===== src/rtl/grid_scan.sv =====
// rtl/grid_scan.sv - frame-paced playfield cell scanner with ready/valid output
// Optional 10x20 scan with a lit border when GRID_SCAN_BORDER_EN is defined.
`timescale 1ns/1ps
module grid_scan #(
  parameter int FRAME_CYCLES = 833333
) (
  input  logic         clk,
  input  logic         rst,
  input  logic [143:0] data_updated,
  input  logic         pix_ready,
  output logic         pix_valid,
  output logic [3:0]   pix_x,
  output logic [4:0]   pix_y,
  output logic         pix_on,
  output logic         draw_finish,
  output logic         frame_overrun
);

  localparam int CW = $clog2(FRAME_CYCLES + 1);
`ifdef GRID_SCAN_BORDER_EN
  localparam logic [3:0] X_MAX = 4'd9;
  localparam logic [4:0] Y_MAX = 5'd19;
`else
  localparam logic [3:0] X_MAX = 4'd7;
  localparam logic [4:0] Y_MAX = 5'd17;
`endif

  typedef enum logic [1:0] {IDLE, SCAN, DONE} state_t;

  state_t         state, state_nxt;
  logic [CW-1:0]  count;
  logic           tick;
  logic [143:0]   snapshot;
  logic [3:0]     x_nxt;
  logic [4:0]     y_nxt;
  logic           load;
  logic           last;

  assign tick = (count == CW'(FRAME_CYCLES - 1));

  always_ff @(posedge clk) begin
    if (rst) begin
      count         <= '0;
      state         <= IDLE;
      pix_x         <= '0;
      pix_y         <= '0;
      snapshot      <= '0;
      frame_overrun <= 1'b0;
    end else begin
      count <= tick ? '0 : count + 1'b1;
      state <= state_nxt;
      pix_x <= x_nxt;
      pix_y <= y_nxt;
      if (load)
        snapshot <= data_updated;
      // Ticks are only consumed in IDLE; any other tick is lost.
      if (tick && state != IDLE)
        frame_overrun <= 1'b1;
    end
  end

  always_comb begin
    state_nxt   = state;
    x_nxt       = pix_x;
    y_nxt       = pix_y;
    load        = 1'b0;
    pix_valid   = 1'b0;
    draw_finish = 1'b0;
    last        = (pix_x == X_MAX) && (pix_y == Y_MAX);
    case (state)
      IDLE: begin
        if (tick) begin
          state_nxt = SCAN;
          load      = 1'b1;
          x_nxt     = '0;
          y_nxt     = '0;
        end
      end
      SCAN: begin
        pix_valid = 1'b1;
        if (pix_ready) begin
          if (last) begin
            state_nxt = DONE;
            x_nxt     = '0;
            y_nxt     = '0;
          end else if (pix_x == X_MAX) begin
            x_nxt = '0;
            y_nxt = pix_y + 5'd1;
          end else begin
            x_nxt = pix_x + 4'd1;
          end
        end
      end
      DONE: begin
        draw_finish = 1'b1;
        state_nxt   = IDLE;
      end
      default: state_nxt = IDLE;
    endcase
  end

`ifdef GRID_SCAN_BORDER_EN
  logic       on_border;
  logic [7:0] inner_idx;

  always_comb begin
    on_border = (pix_x == 4'd0) || (pix_x == X_MAX) || (pix_y == 5'd0) || (pix_y == Y_MAX);
    inner_idx = 8'd18 * (8'(pix_x) - 8'd1) + (8'(pix_y) - 8'd1);
    pix_on    = pix_valid && (on_border || ((inner_idx < 8'd144) && snapshot[inner_idx]));
  end
`else
  logic [7:0] cell_idx;

  always_comb begin
    cell_idx = 8'd18 * 8'(pix_x) + 8'(pix_y);
    pix_on   = pix_valid && snapshot[cell_idx];
  end
`endif

endmodule


===== config.mk =====
export PLATFORM = sky130hd
export DESIGN_NAME = grid_scan
export DESIGN_NICKNAME = d
export VERILOG_FILES = /design/src/rtl/grid_scan.sv
export SDC_FILE = /design/constraint.sdc
export NUM_CORES = 1
export LEC_CHECK = 0
export ABC_AREA = 1
export BUFFER_PORTS_ARGS = -buffer_cell sky130_fd_sc_hd__buf_2
export CORE_AREA = 4 4 123 125
export CTS_BUF_LIST = sky130_fd_sc_hd__clkbuf_8 sky130_fd_sc_hd__clkbuf_16
export CTS_CLUSTER_SIZE = 10
export DETAILED_ROUTE_END_ITERATION = 12
export DIE_AREA = 0 0 127 129
export GPL_TIMING_DRIVEN = 0
export PLACE_DENSITY = 0.84
export SLEW_MARGIN = 40
export SYNTH_ARGS = -nofsm -noshare
export SYNTH_HDL_FRONTEND = slang
export SYNTH_SLANG_ARGS = --single-unit

===== constraint.sdc =====
create_clock -name clk -period 4.1 [get_ports clk]
set_input_delay 0.205 -clock clk [delete_from_list [all_inputs] [get_ports clk]]
set_output_delay 0.205 -clock clk [all_outputs]
set_load 0.02 [all_outputs]

; After elaboration in Yosys (flattened, before gate mapping)
; Index checks and enable logic that the tools add are counted.
[word_totals]
ff_bits = 176
output_inout_bits = 13
elab_cells = 51
[classes]
n_addsub = 4
multipliers = 1
magnitude_cmp = 1
eq_ne = 9
muxes = 20
n_reduce_logical = 10
[ops]
columns = op, n
row1 = "adder 20 x 1 -> 20 bit, second input constant", 1
row2 = "== test 20 bit, second input constant", 1
row3 = 2-to-1 mux 5 bit, 4
row4 = 2-to-1 mux 4 bit, 4
row5 = case mux 5 bit (2 select lines), 1
row6 = "< comparator 8 x 9 -> 1 bit, second input constant", 1
row7 = adder 8 x 5 -> 8 bit, 1
row8 = binary-select mux 1 bit (select 8 bit), 1
row9 = case mux 4 bit (2 select lines), 1
row10 = "multiplier 4 x 4 -> 7 bit, first input constant", 1
row11 = 2-to-1 mux 2 bit, 3
row12 = "!= test 2 bit, second input constant", 3
row13 = AND reduction 3 bit, 2
row14 = "adder 5 x 1 -> 5 bit, second input constant", 1
row15 = "== test 5 bit, second input constant", 1
row16 = 2-to-1 mux 1 bit, 5
row17 = "adder 4 x 1 -> 4 bit, second input constant", 1
row18 = "== test 4 x 3 -> 1 bit, second input constant", 1
row19 = case mux 2 bit (2 select lines), 1
row20 = AND reduction 4 bit, 1
row21 = nonzero test 2 bit, 2
row22 = logical AND 1 bit, 3
row23 = "!= test 3 bit, second input constant", 1
row24 = "== test 2 x 1 -> 1 bit, second input constant", 1
row25 = other kinds (3), 3

; Depth between registers and ports, before layout
[depth]
word_depth = 5
depth_mapped = 16
depth_no_buf = 16

; Worst setup path before layout
; OpenSTA, ideal clock, no wires.
[synth_timing]
kind = register to output
start = register pix_x[0]
end = output pix_on
arrival_ps = 2411
required_time_ps = 3895
setup_slack_ps = 1484
stages_incl_launch_ff = 15
path_cell_list = dfxtp_1 -> ha_1 -> inv_1 -> fa_1 -> buf_2 -> clkinv_1 -> clkbuf_1 -> nand3_1 -> nand3_1 -> a21oi_1 -> nor2_1 -> nand2_1 -> nand3_1 -> nand2_1 -> inv_1
[synth_between]
elab_chain_len = 5
[synth_lines]
columns = item, line
row1 = start: declaration, 12  ; output logic [3:0] pix_x,
row2 = start signal: assignment, 52  ; pix_x <= x_nxt;
row3 = multiplier 4 x 4 -> 7 bit, 115  ; cell_idx = 8'd18 * 8'(pix_x) + 8'(pix_y);
row4 = adder 8 x 5 -> 8 bit, 115
row5 = binary-select mux 1 bit (select 8 bit), 116  ; pix_on = pix_valid && snapshot[cell_idx];
row6 = 2-to-1 mux 1 bit (not written as such), 116
row7 = logical AND 1 bit, 116
row8 = end: declaration, 14  ; output logic pix_on,
; Every way passes these cells. The select of a mux whose other input is x is not followed.

; Worst setup path after layout
; Same ends and word-level chain as after synthesis.

==> results.json <==
{
  "synthFlopType": "dfxtp_1",
  "fin_util_pct": 71.3,
  "wl_mm": 24.2,
  "synth_top_family_by_area": "simple AND/OR/NAND/NOR gates",
  "gr-total-overflow": 0,
  "synth-simple-area-share_pct": 30.3,
  "antenna_found_initial": 0,
  "syn_inst": 1195,
  "synth.largest_area_cell": "dfxtp_1",
  "max_freq_mhz": 257,
  "period_minus_slack_ps": 3890,
  "maxSlewViolCount": 0,
  "synth_xor_xnor_area_share_pct": 1.29,
  "yosysMostFrequentCell": "nor2_1",
  "synth-compound-area-share_pct": 15.4,
  "path_cells": "ha_1 > inv_1 > fa_1 > xnor2_4 > clkinv_1 > nand3_1 > nand2_1 > nand2_1 > nand2_1 > nor2_1 > nand2_1 > nand3_1 > nand2_1 > inv_1 > buf_2",
  "synthAdderAreaFrac_pct": 2.21,
  "dr.pass1.iters": 5,
  "h-tree-depth": 4,
  "clk_pin_slew_ps": 70,
  "cpMostUsedCell": "nand2_1",
  "worstPathMaxFanout": 10,
  "die_h_um": 129,
  "post_cts_resized": 0,
  "r2r_start": "count[0]",
  "clock_sinks": 176,
  "worstHoldStart": "data_updated[59]",
  "rsz0062_at_grt": "no",
  "dp_hpwl_mm": 17.4,
  "core_area_mm2": 0.0139,
  "nNetsFinal": 1534,
  "synth_nets": 1356,
  "cts_setup_buffers": 0,
  "setup.worst_path.end_class": "output port",
  "slew_headroom_pct": 46.1,
  "finalWeightedCongestion": 0.929,
  "grt_pass1_vias": 8129,
  "rows": 43,
  "leakagePower_uw": 0.00390,
  "yosys_warnings": 0,
  "nFillCells": 1144,
  "grt_use_total_pct": 29.9,
  "yosysSeqAreaShare_pct": 42.7,
  "fin_skew_ps": 5.79,
  "muxShareOfSynthArea_pct": 0,
  "clk_latency_ps": 440,
  "wl_per_cell_um": 15.4,
  "yosys_register_bits": 176,
  "clk_path_buf_depth": 2,
  "critPathRequiredTime_ps": 3890,
  "syn_area_mm2": 0.00826,
  "drive_gt1_share_pct": 16.7,
  "cap_violations": 0,
  "min_path_type": "in -> reg",
  "netlist_top_cells_area": "dfxtp_1, nor2_1, o21ai_0, nand3_1, nand2_1",
  "cpLargestDelayFamily": "buffers and inverters",
  "drc_errors": 0,
  "worstMarginPinSlew_ps": 808,
  "crit_path_max_incr_delay_ps": 530,
  "synth_cell_types": 33,
  "drtAntennaViolNets": 0,
  "syn2layout_area_growth_pct": 19.9,
  "grt_max_degree": 17,
  "hold_ws_ps": 15.4,
  "async_flop_share_pct": 0,
  "vias_per_cell": 5.55,
  "port_buffers": 159,
  "peakVddDrop_uv": 401,
  "crit_path_top_delay_cell": "clkinv_1",
  "cp-startpoint": "pix_x[0]",
  "cellPowerDensity_mw_per_mm2": 360,
  "die-width_um": 127,
  "status": "complete, no violations",
  "dieArea_mm2": 0.0164,
  "grt_pass1_wl_mm": 38.8,
  "n_antenna_cell": 0,
  "initial_core_util_pct": 59.5,
  "finalSetupTns_ps": 0,
  "arrival_ps": 3680,
  "cts_buffers": 17,
  "timing.final.crit_share_pct": 94.9,
  "ios": 160,
  "hold_buffers": 0,
  "vias": 8697,
  "syn_area_per_cell_um2": 6.91,
  "drt_iter0_markers": 1068,
  "cts_tree": "yes",
  "synth-edff-count": 0,
  "yosys-top-cells-count": "nor2_1, dfxtp_1, o21ai_0",
  "synth.top_cell.area_share_pct": 42.7,
  "start_kind": "flop",
  "p_total_uw": 3570,
  "critPathKind": "reg -> out",
  "hold_viol_final": 0,
  "cts-root-buf": "clkbuf_16",
  "cp_num_buf_inv": 4,
  "setup_viol": 0
}
power by group:
part | total [µW] | switching [µW] | internal [µW]
registers | 1710 | 1.47 | 1710
clock network | 1700 | 690 | 1020
logic | 147 | 78.2 | 69.0
total | 3570 | 769 | 2800
worst paths after layout:
kind / slack (ps) / cells past startpoint / to
max: 210 / 15 / pix_on
min: 20 / 3 / snapshot[59]
max reg2reg: 1720 / 9 / snapshot[64]
min reg2reg: 450 / 2 / snapshot[44]
kinds of logic (layout without fill, tap and decap cells):
kind of cell / after synthesis / after routing
buf+inv: 149 / 340
fa+ha+maj: 14 / 14
flops: 176 / 176
xor+xnor: 10 / 10
simple gates: 594 / 594
compound gates: 252 / 252
through the flow:
step                      cells  area [µm²]  setup WS (ps)
after floorplan            1195        8260           1480
after global placement     1534        9280            762
after detailed placement   1534        9280            730
after CTS                  1566        9900            278
after global routing       1566        9900           45.6
final                      1566        9900            211
sequential cells by signal, summed over array words and instances, names as in the netlist:
| register | count |
|---|---|
| count | 20 |
| frame_overrun | 1 |
| pix_x | 4 |
| pix_y | 5 |
| snapshot | 144 |
| state | 2 |
layer usage:
metal / vias up / track usage [%] / wire [µm]
li1: 4264 / - / -
met1: 3934 / 38.2 / 9960
met2: 431 / 47.9 / 10800
met3: 68 / 6.89 / 2500
met4: 0 / 14.2 / 876
met5: - / 0 / 0
area by class of cell:
type                    count  area [µm²]  share of cell area (%)
plain buffers              77         407                    4.11
clock buffers              17         425                    4.30
clock inverters            15         191                    1.93
inverters                  72         274                    2.77
multi-input cells         870        4060                    41.0
flip-flops and latches    176        3520                    35.6
well taps                 180         225                    2.27
repair buffers            159         796                    8.04
worst reg2reg max path, stage by stage (launching register included):
cell and delay [ps]:
dfxtp_1 330, inv_1 90, ha_1 160, nand3b_1 110, nor3_2 220, nand3_1 150, clkbuf_1 380, clkbuf_1 290
o21ai_0 430, nor2_1 90
cell usage in the layout, fill, tap and decap left out, types with 4 or more instances in the layout:
cell type   netlist  final
clkinvlp_4        0      5
inv_1            69     70
bufinv_16         0      4
nand2_1         154    154
xor2_1            9      9
dfxtp_1         176    176
nor4_1            4      4
o21ai_0         175    175
nor2_1          275    275
clkbuf_1         45     44
ha_1             13     13
a21oi_1          73     73
nor3_1            9      9
buf_1             6      6
nand4_1           9      9
or2_2             5      5
clkbuf_16         0     17
clkinv_2          0      4
nand3_1         124    124
buf_6            13     13
buf_2            12    171
Note: power is estimated with default switching activity, not from simulation.
